File: src/rtl/window_scan_ctrl.sv
// Sliding-window tap sequencer: walks WIN x WIN windows over a square tile and
// hands one (ptr, ptc, pt_bias) coordinate per ready/valid handshake to the address unit.
module window_scan_ctrl #(
   parameter int WIN    = 3,
   parameter int STRIDE = 1,
   parameter int PW     = 6
) (
   input  logic          clk,
   input  logic          rst,
   input  logic          start,
   input  logic [PW-1:0] img_edge,
   input  logic          out_ready,
   output logic          pt_valid,
   output logic [PW-1:0] ptr,
   output logic [PW-1:0] ptc,
   output logic [3:0]    pt_bias,
   output logic          first_tap,
   output logic          last_tap,
   output logic          last_win,
   output logic          busy,
   output logic          done
);

   localparam int          XW        = PW + 2;
   localparam logic [3:0]  LAST_BIAS = 4'(WIN*WIN - 1);

   typedef enum logic [1:0] {IDLE, RUN, DONE} state_t;

   state_t        state;
   logic [PW-1:0] edge_q;

   // Extra headroom bits so origin+STRIDE+WIN-1 never wraps at img_edge = 2^PW-1.
   logic [XW-1:0] ptc_nxt, ptr_nxt, edge_x;
   logic          col_wrap, row_end, accept;

   assign edge_x   = XW'(edge_q);
   assign ptc_nxt  = XW'(ptc) + XW'(STRIDE);
   assign ptr_nxt  = XW'(ptr) + XW'(STRIDE);
   assign col_wrap = (ptc_nxt + XW'(WIN-1)) > edge_x;
   assign row_end  = (ptr_nxt + XW'(WIN-1)) > edge_x;
   assign accept   = pt_valid & out_ready;

   assign first_tap = pt_valid && (pt_bias == 4'd0);
   assign last_tap  = pt_valid && (pt_bias == LAST_BIAS);
   assign last_win  = pt_valid && row_end;

   always_ff @(posedge clk or posedge rst) begin
      if (rst) begin
         state    <= IDLE;
         edge_q   <= '0;
         ptr      <= '0;
         ptc      <= '0;
         pt_bias  <= '0;
         pt_valid <= 1'b0;
         busy     <= 1'b0;
         done     <= 1'b0;
      end else begin
         case (state)
            IDLE: begin
               done <= 1'b0;
               if (start) begin
                  edge_q  <= img_edge;
                  ptr     <= '0;
                  ptc     <= '0;
                  pt_bias <= '0;
                  busy    <= 1'b1;
                  if (img_edge >= PW'(WIN-1)) begin
                     state    <= RUN;
                     pt_valid <= 1'b1;
                  end else begin
                     state <= DONE;
                     done  <= 1'b1;
                  end
               end
            end
            RUN: begin
               if (accept) begin
                  if (pt_bias != LAST_BIAS) begin
                     pt_bias <= pt_bias + 4'd1;
                  end else begin
                     pt_bias <= '0;
                     if (!col_wrap) begin
                        ptc <= ptc_nxt[PW-1:0];
                     end else begin
                        ptc <= '0;
                        if (!row_end) begin
                           ptr <= ptr_nxt[PW-1:0];
                        end else begin
                           ptr      <= '0;
                           pt_valid <= 1'b0;
                           done     <= 1'b1;
                           state    <= DONE;
                        end
                     end
                  end
               end
            end
            DONE: begin
               done  <= 1'b0;
               busy  <= 1'b0;
               state <= IDLE;
            end
            default: state <= IDLE;
         endcase
      end
   end

endmodule
File: config.mk
export PLATFORM = sky130hd
export DESIGN_NAME = window_scan_ctrl
export DESIGN_NICKNAME = d
export VERILOG_FILES = /design/src/rtl/window_scan_ctrl.sv
export SDC_FILE = /design/constraint.sdc
export NUM_CORES = 1
export LEC_CHECK = 0
export BUFFER_PORTS_ARGS = -buffer_cell sky130_fd_sc_hd__buf_2
export CAP_MARGIN = 40
export CORE_MARGIN = 4
export CORE_UTILIZATION = 40
export DETAILED_ROUTE_END_ITERATION = 8
export MAX_ROUTING_LAYER = met4
export PLACE_DENSITY_LB_ADDON = 0.12
export SLEW_MARGIN = 40
export SYNTH_ARGS = -nofsm -noshare
export SYNTH_HDL_FRONTEND = slang
export SYNTH_SLANG_ARGS = --single-unit
File: constraint.sdc
create_clock -name clk -period 3.2 [get_ports clk]
set_input_delay 0.16 -clock clk [delete_from_list [all_inputs] [get_ports clk]]
set_output_delay 0.16 -clock clk [all_outputs]
set_load 0.02 [all_outputs]
**Yosys cells after proc, flatten, opt, wreduce, memory -nomap -nowiden**

Index checks and enable logic that the tools add are counted.

- $add $sub $neg: 5
- $lt $le $gt $ge: 3
- Eq/ne operators: 10
- Multiplexer cells: 37
- Bitwise gates (word level): 1
- Reduce and logical (&&, ||, !) cells: 16

Operator list:

| cell | number |
|---|---|
| $mux W6 | 8 |
| $pmux W6 S2 | 2 |
| $add A7 B2 Y8 const B | 2 |
| $gt A8 B6 Y1 | 2 |
| $reduce_and A5 Y1 | 3 |
| $add A6 B1 Y7 const B | 2 |
| $mux W1 | 13 |
| $mux W2 | 6 |
| $mux W4 | 3 |
| $ne A2 B2 Y1 const B | 6 |
| $pmux W4 S2 | 1 |
| $reduce_and A7 Y1 | 1 |
| $ge A6 B2 Y1 const B | 1 |
| $add A4 B1 Y4 const B | 1 |
| $eq A4 B4 Y1 const B | 1 |
| $logic_not A4 Y1 | 1 |
| $ne A4 B4 Y1 const B | 1 |
| $pmux W1 S2 | 2 |
| $pmux W2 S2 | 1 |
| $reduce_and A2 Y1 | 2 |
| $reduce_and A4 Y1 | 1 |
| $reduce_bool A2 Y1 | 2 |
| $logic_and A1 B1 Y1 | 3 |
| $pmux W1 S3 | 1 |
| other kinds (6) | 6 |

- Register bits after elaboration: 27

**Longest topological paths before layout**

- Word-level depth: 8
- Gate-level depth with buffers: 15
- Mapped depth without buffers: 14

**Worst setup path after synthesis**

No wires, ideal clock.

- Kind: register to register
- Start point: reg ptc[0]
- End point: reg ptr[1]
- Library setup time: 0.125 ns
- Data arrival time: 2.971 ns
- Data required time: 3.075 ns
- Setup slack: 0.104 ns
- Stages on the path, launching flop included: 13
- Buffers on the path: 1
- Period minus slack after synthesis: 3.096 ns
- Cells stage by stage: dfrtp_1 ha_1 buf_2 xor2_1 ha_1 xnor2_1 xnor2_1 ha_1 a2111oi_0 o21ai_0 a221o_1 and2_4 mux2_4

- Word-level cells in the longest chain between the ends: 5

RTL lines:

| what | RTL line | text |
|---|---|---|
| start: declaration | 15 | `output logic [PW-1:0] ptc,` |
| start signal: assignment | 83 | `ptc <= ptc_nxt[PW-1:0];` |
| $add A6 B1 Y7 | 37 | `assign ptc_nxt = XW'(ptc) + XW'(STRIDE);` |
| $add A7 B2 Y8 | 39 | `assign col_wrap = (ptc_nxt + XW'(WIN-1)) > edge_x;` |
| $gt A8 B6 Y1 | 39 |  |
| $ne A2 B2 Y1 (no line) | n/a |  |
| $reduce_and A5 Y1 (no line) | n/a |  |
| end signal: assignment | 87 | `ptr <= ptr_nxt[PW-1:0];` |
| end: declaration | 14 | `output logic [PW-1:0] ptr,` |

No other way between the ends.
A chain may end at the register's enable or synchronous reset.

**Worst setup path after layout**

- Start point: reg ptr[0]
- End point: out last_win

- Word-level cells in the longest chain between the ends: 4

RTL lines:

| what | RTL line | text |
|---|---|---|
| $add A6 B1 Y7 | 38 | `assign ptr_nxt = XW'(ptr) + XW'(STRIDE);` |
| $add A7 B2 Y8 | 40 | `assign row_end = (ptr_nxt + XW'(WIN-1)) > edge_x;` |
| $gt A8 B6 Y1 | 40 |  |
| $logic_and A1 B1 Y1 | 45 | `assign last_win = pt_valid && row_end;` |
| end: declaration | 19 | `output logic last_win,` |

No other way between the ends.

==> impl_metrics.env <==
export IMPL_synth_top_cells_by_area="dfrtp_1 32%, ha_1 13%, xnor2_1 4.1%"
export IMPL_die_area_um2=6560
export IMPL_synth_warnings=0
export IMPL_cp_required_ns=3.04
export IMPL_ys_seq_area_share_pct=31.7
export IMPL_row_count=26
export IMPL_io_pins=32
export IMPL_initial_core_util_pct=41.4
export IMPL_worst_pin_slew_ns=0.606
export IMPL_wl_per_cell_um=14.4
export IMPL_outcome="finished clean"
export IMPL_grt_antenna_before_repair=0
export IMPL_worstPathMaxFanout=5
export IMPL_syn_inst=239
export IMPL_relSlewSlack_pct=59.4
export IMPL_clock_sinks=27
export IMPL_die_h_um=81.0
export IMPL_ant_nets=0
export IMPL_port_buffers=31
export IMPL_n_fill_cell=532
export IMPL_critical_path_class="reg2out"
export IMPL_cp_end_kind="output port"
export IMPL_syn_num_nets=271
export IMPL_grt_max_degree=28
export IMPL_yosysUniqueCellTypes=52
export IMPL_cts_htree_levels=1
export IMPL_clk_latency_ns=0.28
export IMPL_firstDrtPassIters=4
export IMPL_cts_tree="done"
export IMPL_slew_viol_final=0
export IMPL_die_x_um=81.0
export IMPL_routabilityCongestion=0.847
export IMPL_yosys_top_cells_count="27 x dfrtp_1, 22 x ha_1, 22 x nand2_1"
export IMPL_ys_ff_latch=27
export IMPL_syn2layout_area_growth_pct=20.3
export IMPL_synth_flop_cell="dfrtp_1"
export IMPL_cp_start_kind="flip-flop"
export IMPL_cts_root_buffer="clkbuf_8"
export IMPL_numCtsBuffers=3
export IMPL_hold_path_class="in2reg"
export IMPL_rsz0062_at_grt="false"
export IMPL_viasPerCell=5.25
export IMPL_drcViolationCount=0
export IMPL_max_freq_mhz=330
export IMPL_seq_area_um2=676
export IMPL_drtIter0Drc=77
export IMPL_grt_overflow=0
export IMPL_max_cap_violations=0
export IMPL_clkTransAtPathRegs_ns=0.10
export IMPL_grt_util_all_layers_pct=17.6
export IMPL_fin_skew_ns=0.00844
export IMPL_synthArstFlopShare_pct=100
export IMPL_power_leakage_nw=1.21
export IMPL_yosysMostFrequentCell="dfrtp_1"
export IMPL_ir_worst_vdd_v=0.000332
export IMPL_synth_area_leader_cell="dfrtp_1"
export IMPL_antenna_cells=0
export IMPL_synth_edf_count=0
export IMPL_drive_above_1_share_pct=26.2
export IMPL_coreArea_um2=5140
export IMPL_cts_buffer_depth=2
export IMPL_fin_tns_setup_ns=0
export IMPL_nets=319
export IMPL_post_synth_cell_area_avg_um2=8.91
export IMPL_power_density_nw_per_um2=782
export IMPL_rrSetupSlack_ns=0.18
export IMPL_post_route_util_pct=49.9
export IMPL_arrival_ns=2.87
export IMPL_vias=1870
export IMPL_syn_cell_area_um2=2130
export IMPL_dp_hpwl_um=3950
export IMPL_setup_viol=0
export IMPL_period_needed_ns=3.03
export IMPL_netlist_area_leader_share_pct=31.7
export IMPL_grt_pass1_wl_um=8760
export IMPL_multiInputGateArea_um2=1360
export IMPL_final_hold_violation_count=0
export IMPL_final_period_utilization_pct=94.6
export IMPL_grt_pass1_vias=1850
export IMPL_drt_total_wl_um=5130
critical path, cell delays in order, from the launching register on:
cell      delay (ns)
dfrtp_1         0.40
ha_2            0.23
xor2_1          0.15
ha_1            0.26
nor2_1          0.09
o21ai_0         0.08
a21oi_1         0.21
xnor2_1         0.09
ha_1            0.21
nor3_1          0.25
o221ai_2        0.13
o221ai_2        0.11
buf_4           0.16
a21boi_0        0.07
buf_2           0.18
logic make-up after synthesis:
family | count (synthesis) | share of synthesized area (%)
AO/OA/AOI/OAI | 56 | 18.0
XOR/XNOR | 13 | 5.35
adder cells (fa/ha/maj) | 22 | 12.9
buffers and inverters | 27 | 5.41
flip-flops | 27 | 31.7
multiplexers | 11 | 5.88
AND/OR/NAND/NOR | 83 | 20.7
power by group:
part | switching, mW | internal [mW]
combinational | 0.717 | 0.555
clock | 0.114 | 0.0894
sequential | 0.0851 | 0.444
total | 0.916 | 1.09
cell usage in the layout (no fill, tap or decap), drive strengths merged, types with 6 or more instances in the layout:
cell type and instances:
buf 53, dfrtp 27, nand2 22, ha 22, o21ai 19, inv 16, nor2 12, nand3 11
xnor2 10, mux2 9, a21oi 7, nor3 6, nor2b 6
repair_timing:
action	in CTS	in global routing
hold endpoints to repair	27	0
pin swaps	0	1
setup buffers	0	1
setup endpoints to repair	1	17
gates resized for setup	1	6
hold buffers	1	0
path summary, 6_finish.rpt:
path	from	endpoint	depth (start not counted)
worst min-delay path	img_edge[0]	edge_q[0]	2
worst max-delay path	ptr[0]	last_win	14
worst max register to register	ptc[0]	ptr[1]	14
min in group asynchronous	rst	ptc[5]	4
worst min register to register	edge_q[5]	edge_q[5]	1
max in group asynchronous	rst	state[0]	4
area by class of cell:
type | instances | area share (%)
clock buffer | 4 | 1.76
timing repair buffer | 54 | 12.9
multi-input combinational | 185 | 53.2
sequential | 27 | 26.4
inverter | 16 | 2.34
tap | 70 | 3.42
layer usage:
metal | up-vias | track usage, % | wire length [um] | part of all wire, %
li1 | 967 | - | - | -
met1 | 875 | 24.9 | 2690 | 52
met2 | 26 | 27.1 | 2280 | 44
met3 | 2 | 2.00 | 141 | 2.7
met4 | 0 | 4.05 | 23 | 0.45
met5 | - | - | 0 | 0
sequential cells by signal (all words and copies together), names as in the netlist:
| signal | flops |
|---|---|
| edge_q | 6 |
| ptc | 6 |
| ptr | 6 |
| pt_bias | 4 |
| state | 2 |
| busy | 1 |
| done | 1 |
| pt_valid | 1 |
metrics by stage:
stage | hold WS [ns] | power [mW] | cell area (um^2) | setup slack (ns) | std cells
2_1_floorplan | 0.213 | 1.37 | 2130 | 0.104 | 239
3_3_place_gp | 0.252 | 1.74 | 2470 | 0.0840 | 350
3_5_place_dp | 0.250 | 1.74 | 2470 | 0.0470 | 350
4_1_cts | 0.101 | 1.97 | 2540 | 0.0134 | 355
5_1_grt | 0.102 | 2.21 | 2560 | 0.0110 | 356
6_report | 0.104 | 2.00 | 2560 | 0.173 | 356
Note: power is estimated with default switching activity, not from simulation.
